**config.mk**
```make
export PLATFORM = sky130hd
export DESIGN_NAME = piso_serializer
export DESIGN_NICKNAME = d
export VERILOG_FILES = /design/src/rtl/piso_pkg.sv /design/src/rtl/piso_shift_core.sv /design/src/rtl/piso_serializer.sv
export SDC_FILE = /design/constraint.sdc
export NUM_CORES = 1
export LEC_CHECK = 0
export BUFFER_PORTS_ARGS = -buffer_cell sky130_fd_sc_hd__buf_2
export CELL_PAD_IN_SITES_DETAIL_PLACEMENT = 1
export CELL_PAD_IN_SITES_GLOBAL_PLACEMENT = 2
export CORE_MARGIN = 4
export CORE_UTILIZATION = 31
export DETAILED_ROUTE_END_ITERATION = 12
export GPL_TIMING_DRIVEN = 0
export PLACE_DENSITY = 0.77
export SETUP_SLACK_MARGIN = 0.5
export SLEW_MARGIN = 20
export SYNTH_ARGS = -nofsm -noshare
export SYNTH_HDL_FRONTEND = slang
export SYNTH_SLANG_ARGS = --single-unit
```
**constraint.sdc**
```tcl
create_clock -name clk -period 1.8 [get_ports clk]
set_input_delay 0.45 -clock clk [delete_from_list [all_inputs] [get_ports clk]]
set_output_delay 0.45 -clock clk [all_outputs]
set_load 0.02 [all_outputs]
```
**src/rtl/piso_pkg.sv**
```systemverilog
// Shared types and helpers for the PISO serializer.
// Frame-length helper is used by the RTL and the bench.
package piso_pkg;

  localparam int STATE_W = 2;

  typedef enum logic [STATE_W-1:0] {
    IDLE   = 2'd0,
    SHIFT  = 2'd1,
    PARITY = 2'd2
  } state_t;

`ifdef PISO_PARITY_EN
  localparam bit PARITY_EN = 1'b1;
`else
  localparam bit PARITY_EN = 1'b0;
`endif

  function automatic int frame_len(
    input int width,
    input bit parity_en
  );
    return parity_en ? width + 1 : width;
  endfunction

endpackage

```
**src/rtl/piso_shift_core.sv**
```systemverilog
// Load/shift register and bit counter for the PISO serializer.
// head_d is the bit that will be on the line after this edge.
module piso_shift_core
  import piso_pkg::*;
#(
  parameter int WIDTH     = 4,
  parameter bit MSB_FIRST = 1'b1
) (
  input  logic             clk,
  input  logic             reset,
  input  logic             load,
  input  logic             adv,
  input  logic [WIDTH-1:0] data,
  output logic             head_d,
  output logic             last
);

  localparam int CNT_W = $clog2(frame_len(WIDTH, PARITY_EN));

  logic [WIDTH-1:0] sreg_q, sreg_d;
  logic [CNT_W-1:0] cnt_q, cnt_d;

  assign last = (cnt_q == CNT_W'(WIDTH - 1));

  // Next register/counter: load wins, else shift zeros in.
  always_comb begin
    sreg_d = sreg_q;
    cnt_d  = cnt_q;
    if (load) begin
      sreg_d = data;
      cnt_d  = '0;
    end else if (adv) begin
      sreg_d = MSB_FIRST ? {sreg_q[WIDTH-2:0], 1'b0}
                         : {1'b0, sreg_q[WIDTH-1:1]};
      cnt_d  = last ? '0 : cnt_q + 1'b1;
    end
  end

  assign head_d = MSB_FIRST ? sreg_d[WIDTH-1] : sreg_d[0];

  // Register the shift state.
  always_ff @(posedge clk or negedge reset) begin
    if (!reset) begin
      sreg_q <= '0;
      cnt_q  <= '0;
    end else begin
      sreg_q <= sreg_d;
      cnt_q  <= cnt_d;
    end
  end

endmodule

```
**src/rtl/piso_serializer.sv**
```systemverilog
// PISO transmitter: valid/ready load, one bit per clk out.
// Define PISO_PARITY_EN to append an even-parity bit per frame.
module piso_serializer
  import piso_pkg::*;
#(
  parameter int WIDTH     = 4,
  parameter bit MSB_FIRST = 1'b1
) (
  input  logic             clk,
  input  logic             reset,
  input  logic             load_valid,
  output logic             load_ready,
  input  logic [WIDTH-1:0] load_data,
  output logic             ser_out,
  output logic             ser_valid,
  output logic             ser_first,
  output logic             busy
);

  state_t state_q, state_d;
  logic   ser_out_q, ser_out_d;
  logic   ser_valid_q, ser_valid_d;
  logic   ser_first_q, ser_first_d;
  logic   busy_q, busy_d;
  logic   head_d;
  logic   last;
  logic   last_slot;
  logic   accept;
  logic   adv;

`ifdef PISO_PARITY_EN
  logic par_q, par_d;
  assign last_slot = (state_q == PARITY);
`else
  assign last_slot = (state_q == SHIFT) && last;
`endif

  assign load_ready = reset && ((state_q == IDLE) || last_slot);
  assign accept     = load_valid && load_ready;
  assign adv        = (state_q == SHIFT) && !accept;

  piso_shift_core #(
    .WIDTH     (WIDTH),
    .MSB_FIRST (MSB_FIRST)
  ) u_core (
    .clk    (clk),
    .reset  (reset),
    .load   (accept),
    .adv    (adv),
    .data   (load_data),
    .head_d (head_d),
    .last   (last)
  );

  // Next state and next registered outputs.
  always_comb begin
    state_d = state_q;
    unique case (state_q)
      IDLE:  if (accept) state_d = SHIFT;
      SHIFT: if (last) begin
`ifdef PISO_PARITY_EN
        state_d = PARITY;
`else
        state_d = accept ? SHIFT : IDLE;
`endif
      end
`ifdef PISO_PARITY_EN
      PARITY: state_d = accept ? SHIFT : IDLE;
`endif
      default: state_d = IDLE;
    endcase

    ser_valid_d = (state_d != IDLE);
    busy_d      = (state_d != IDLE);
    ser_first_d = accept;
    ser_out_d   = 1'b0;
    if (state_d == SHIFT) ser_out_d = head_d;
`ifdef PISO_PARITY_EN
    if (state_d == PARITY) ser_out_d = par_q;
    par_d = accept ? ^load_data : par_q;
`endif
  end

  // FSM state with registered line outputs.
  always_ff @(posedge clk or negedge reset) begin
    if (!reset) begin
      state_q     <= IDLE;
      ser_out_q   <= 1'b0;
      ser_valid_q <= 1'b0;
      ser_first_q <= 1'b0;
      busy_q      <= 1'b0;
`ifdef PISO_PARITY_EN
      par_q       <= 1'b0;
`endif
    end else begin
      state_q     <= state_d;
      ser_out_q   <= ser_out_d;
      ser_valid_q <= ser_valid_d;
      ser_first_q <= ser_first_d;
      busy_q      <= busy_d;
`ifdef PISO_PARITY_EN
      par_q       <= par_d;
`endif
    end
  end

  assign ser_out   = ser_out_q;
  assign ser_valid = ser_valid_q;
  assign ser_first = ser_first_q;
  assign busy      = busy_q;

endmodule

```
After elaboration in Yosys (flattened, before gate mapping)
Index checks and enable logic that the tools add are counted.

storage, ports and cells
  register bits = 11
  input port bits = 7
  output and inout port bits = 5
  word-level logic and storage cells = 30

operators by class
  add/subtract/negate cells = 1
  eq/ne operators = 3
  muxes and demuxes = 10
  reductions and logical operators = 9

operators by type and width
  cell                                                              count
  2-bit 2-to-1 mux                                                  5
  4-bit 2-to-1 mux                                                  2
  2-bit by 1-bit == test with 1-bit output (second input constant)  2
  1-bit logical AND                                                 4
  2-bit case mux with 2 select lines                                1
  2-bit nonzero test                                                2
  2-bit by 1-bit adder with 2-bit output (second input constant)    1
  2-bit == test (second input constant)                             1
  2-bit zero test                                                   1
  1-bit 2-to-1 mux                                                  2
  1-bit zero test                                                   1
  1-bit logical OR                                                  1

Logic depth before layout (Yosys ltp)
  depth after elaboration = 10
  depth in mapped cells = 6
  depth with buffers taken out = 5

By module
A second synthesis with hierarchy kept.

second synthesis, totals
  cell total of the unflattened synthesis = 42
  area total of the unflattened synthesis = 501.7 um^2

modules (own cells, without submodules)
  module           times used  cells each  area each (um^2)  sequential area each (um^2)
  piso_shift_core  1           24          276.5             150.1
  piso_serializer  1           18          225.2             125.1

Worst setup path before layout
Ideal clock, no wire load.

  path type = flip-flop to output port
  from = register u_core.cnt_q[0]
  to = output port load_ready
  arrival time = 1.143 ns
  data required time = 1.350 ns
  slack = 0.207 ns
  cell stages (with the launch flop) = 4
  path through = dfrtp_1 > ha_1 > nor2b_4 > nor3b_1

between the ends
  word-level cells in the longest chain between the ends = 4

RTL lines
  what                    RTL line               source
  start, declared         piso_shift_core.sv:21  logic [CNT_W-1:0] cnt_q, cnt_d;
  start signal, assigned  piso_shift_core.sv:48  cnt_q <= cnt_d;
  2-bit == test           piso_shift_core.sv:23  assign last = (cnt_q == CNT_W'(WIDTH - 1));
  1-bit logical AND       piso_serializer.sv:35  assign last_slot = (state_q == SHIFT) && last;
  1-bit logical OR        piso_serializer.sv:38  assign load_ready = reset && ((state_q == IDLE) || last_slot);
  1-bit logical AND       piso_serializer.sv:38
  end, declared           piso_serializer.sv:12  output logic load_ready,

No other way between the ends.

Worst setup path in the final report
Same ends and word-level chain as after synthesis.

==> run_results.csv <==
group,metric,value,unit
status,status,"completed",
finish,final_cell_mix,"11 x dfrtp_1, 8 x buf_2, 6 x buf_6",
logic_synthesis,netlist_area,509,µm²
critical_path,cp_data_required_time,1.35,ns
logic_synthesis,synth_top_cell_area_share,54.1,%
critical_path,startpoint,"u_core.cnt_q[0]",
finish,nFillCells,171,
sta,slew_violations,0,
finish,final_common_cell,"dfrtp_1",
logic_synthesis,yosys_register_bits,11,
drt,wl_per_cell,11.9,µm
clock_tree,clkTransAtPathRegs,0.07,ns
pwr,power.share.clock,22.9,%
floorplan,pin_count,12,
sta,setup_violations,0,
clock_tree,htree_levels,1,
floorplan,die_width,48.5,µm
sta,hold_ws,0.0382,ns
logic_synthesis,ys_warn_count,0,
sta,period_minus_slack,1.63,ns
pwr,p_per_area,1040,nW/µm²
finish,nNetsFinal,72,
floorplan,die_h,48.5,µm
grt,grt_overflow,0,
sta,rsz0062_at_grt,"yes",
drt,routed_wl,937,µm
place,dp_hpwl,644,µm
grt,antenna_found_initial,0,
pwr,p_comb_share,30.7,%
finish,utilization,46.1,%
pwr,switching_share,29.7,%
logic_synthesis,netlist.top_cell.by_area,"dfrtp_1",
grt,grt_max_degree,14,
logic_synthesis,synth_edf_count,0,
finish,fin_area,703,µm²
place,place_congestion,0.661,
logic_synthesis,synth_cell_type_count,19,
sta,fin_crit_sh,90.3,%
floorplan,dieArea,2360,µm²
logic_synthesis,synth_ff_type,"dfrtp_1",
place,port_buffers,11,
pwr,p_switching,218,µW
grt,grt_pass1_vias,383,
logic_synthesis,syn_area_per_cell,11.8,µm²
clock_tree,cts_tree,"built",
critical_path,cp-start-kind,"register",
logic_synthesis,synth.top_cells.by_area,"dfrtp_1 54%, mux2i_1 9.8%, buf_6 4.4%, inv_1 2.9%, mux2_4 2.9%",
finish,n_antenna_cell,0,
floorplan,start_util,33.4,%
floorplan,core,1520,µm²
grt,grt_pass1_wl,1.66,mm
clock_tree,ctsLongestPathBuffers,2,
pwr,leakagePower,0.000386,µW
drt,num_vias,381,
pwr,peakVddDrop,516,µV
critical_path,path_max_fanout,2,
drt,drtIter0Drc,2,
sta,max_freq,615,MHz
critical_path,end_kind,"output pin",
drt,drt_first_pass_iters,2,
clock_tree,cts_sinks,11,
pwr,power_frac_seq,46.4,%
pwr,power,734,µW
sta,relSlewSlack,61.2,%
finish,syn2layout_area_growth,38.1,%
logic_synthesis,synth_nets,51,
logic_synthesis,synth_async_sr_flop_share,100,%
sta,worst_pin_slew,0.577,ns
critical_path,crit_type,"register to output pin",
clock_tree,cts_made_buffers,3,
logic_synthesis,yosysSeqAreaShare,54.1,%
clock_tree,ctsHoldBuffers,0,
drt,post-route-drc-count,0,
sta,fin_tns_setup,0,ns
finish,drive_gt1_share,47.6,%
run,max_cap_violations,0,
drt,via_per_inst,4.82,
place,placed_cell_area,602,µm²
drt,antenna_left,0,
grt,grt_usage,8.83,%
clock_tree,clk_latency,0.27,ns
clock_tree,clock-root-buffer,"clkbuf_4",
worst_hold_path,hp-class,"primary input to asynchronous set/reset pin",
pwr,intPower,516,µW
critical_path,reg2reg_from,"u_core.cnt_q[0]",
critical_path,cp.arrival,1.18,ns
logic_synthesis,netlist_instances,43,
sta,skew,0.00953,ns
sta,finalHoldViolCount,0,
floorplan,row_count,14,
timing repair:
action / in CTS / in global routing
endpoints found under the setup margin: 9 / 11
buffers inserted: 5 / 0
resized for setup: 6 / 6
pin swaps: 1 / 0
sequential cells by signal, indices dropped and copies added, names as in the netlist:
name	cells
busy	1
ser_first	1
ser_out	1
state_q	2
u_core.cnt_q	2
u_core.sreg_q	4
cell families after synthesis:
| logic type | share of synthesized area [%] |
|---|---|
| buffers and inverters | 8.84 |
| DFF | 54.1 |
| other | 0.736 |
| muxes | 15.0 |
| AOI/OAI and AO/OA | 4.92 |
| and+or+nand+nor | 14.0 |
| adders and majority gates | 2.46 |
layout make-up:
class                   instances  area (µm²)  share of cell area, %
well taps                      16        20.0                   2.85
flip-flops and latches         11         275                   39.1
multi-input cells              25         219                   31.1
repair buffers                 16         111                   15.8
inverters                       4        17.5                   2.49
plain buffers                   3        33.8                   4.80
clock buffers                   4        26.3                   3.74
worst max-delay path, stage by stage (launching register included):
cell and delay [ns]:
dfrtp_1 0.41, ha_4 0.18, nor2b_4 0.12, nor3b_2 0.05, buf_4 0.16
synthesized netlist by cell type, types with 2 or more instances:
| cell type | n |
|---|---|
| mux2i_1 | 5 |
| a21oi_1 | 2 |
| nor2_1 | 3 |
| buf_6 | 2 |
| nor4_1 | 2 |
| dfrtp_1 | 11 |
| nand2_1 | 2 |
| nand2b_1 | 2 |
| inv_1 | 4 |
per-stage QoR:
stage / worst slack, ns / instances
finish: 0.174 / 79
global route: 0.0966 / 79
CTS: 0.164 / 79
detailed placement: -0.0203 / 70
global placement: -0.00551 / 70
floorplan: 0.376 / 43
worst paths after layout:
check,to,slack [ns],cells after the start
worst max-delay path,load_ready,0.17,4
worst min-delay path,busy,0.04,1
worst max register to register,u_core.sreg_q[1],0.24,6
worst min register to register,u_core.sreg_q[0],0.53,2
max in group asynchronous,state_q[1],1.54,1
min in group clk,u_core.sreg_q[1],0.40,2
per-layer routing:
layer	up-vias	wire (µm)	global-route usage (%)
met2	7	516	14.3
met5	-	0	0
met4	0	7	2.69
li1	180	-	-
met3	2	65	4.91
met1	192	347	9.73
power by group through the flow:
| stage | logic, µW | registers [µW] | clock network (µW) |
|---|---|---|---|
| floorplan | 126 | 349 | 0 |
| global placement | 166 | 346 | 0 |
| detailed placement | 172 | 348 | 0 |
| CTS | 209 | 341 | 176 |
| global route | 254 | 350 | 186 |
| finish | 225 | 341 | 168 |
Power figures use the tool's default switching activity.
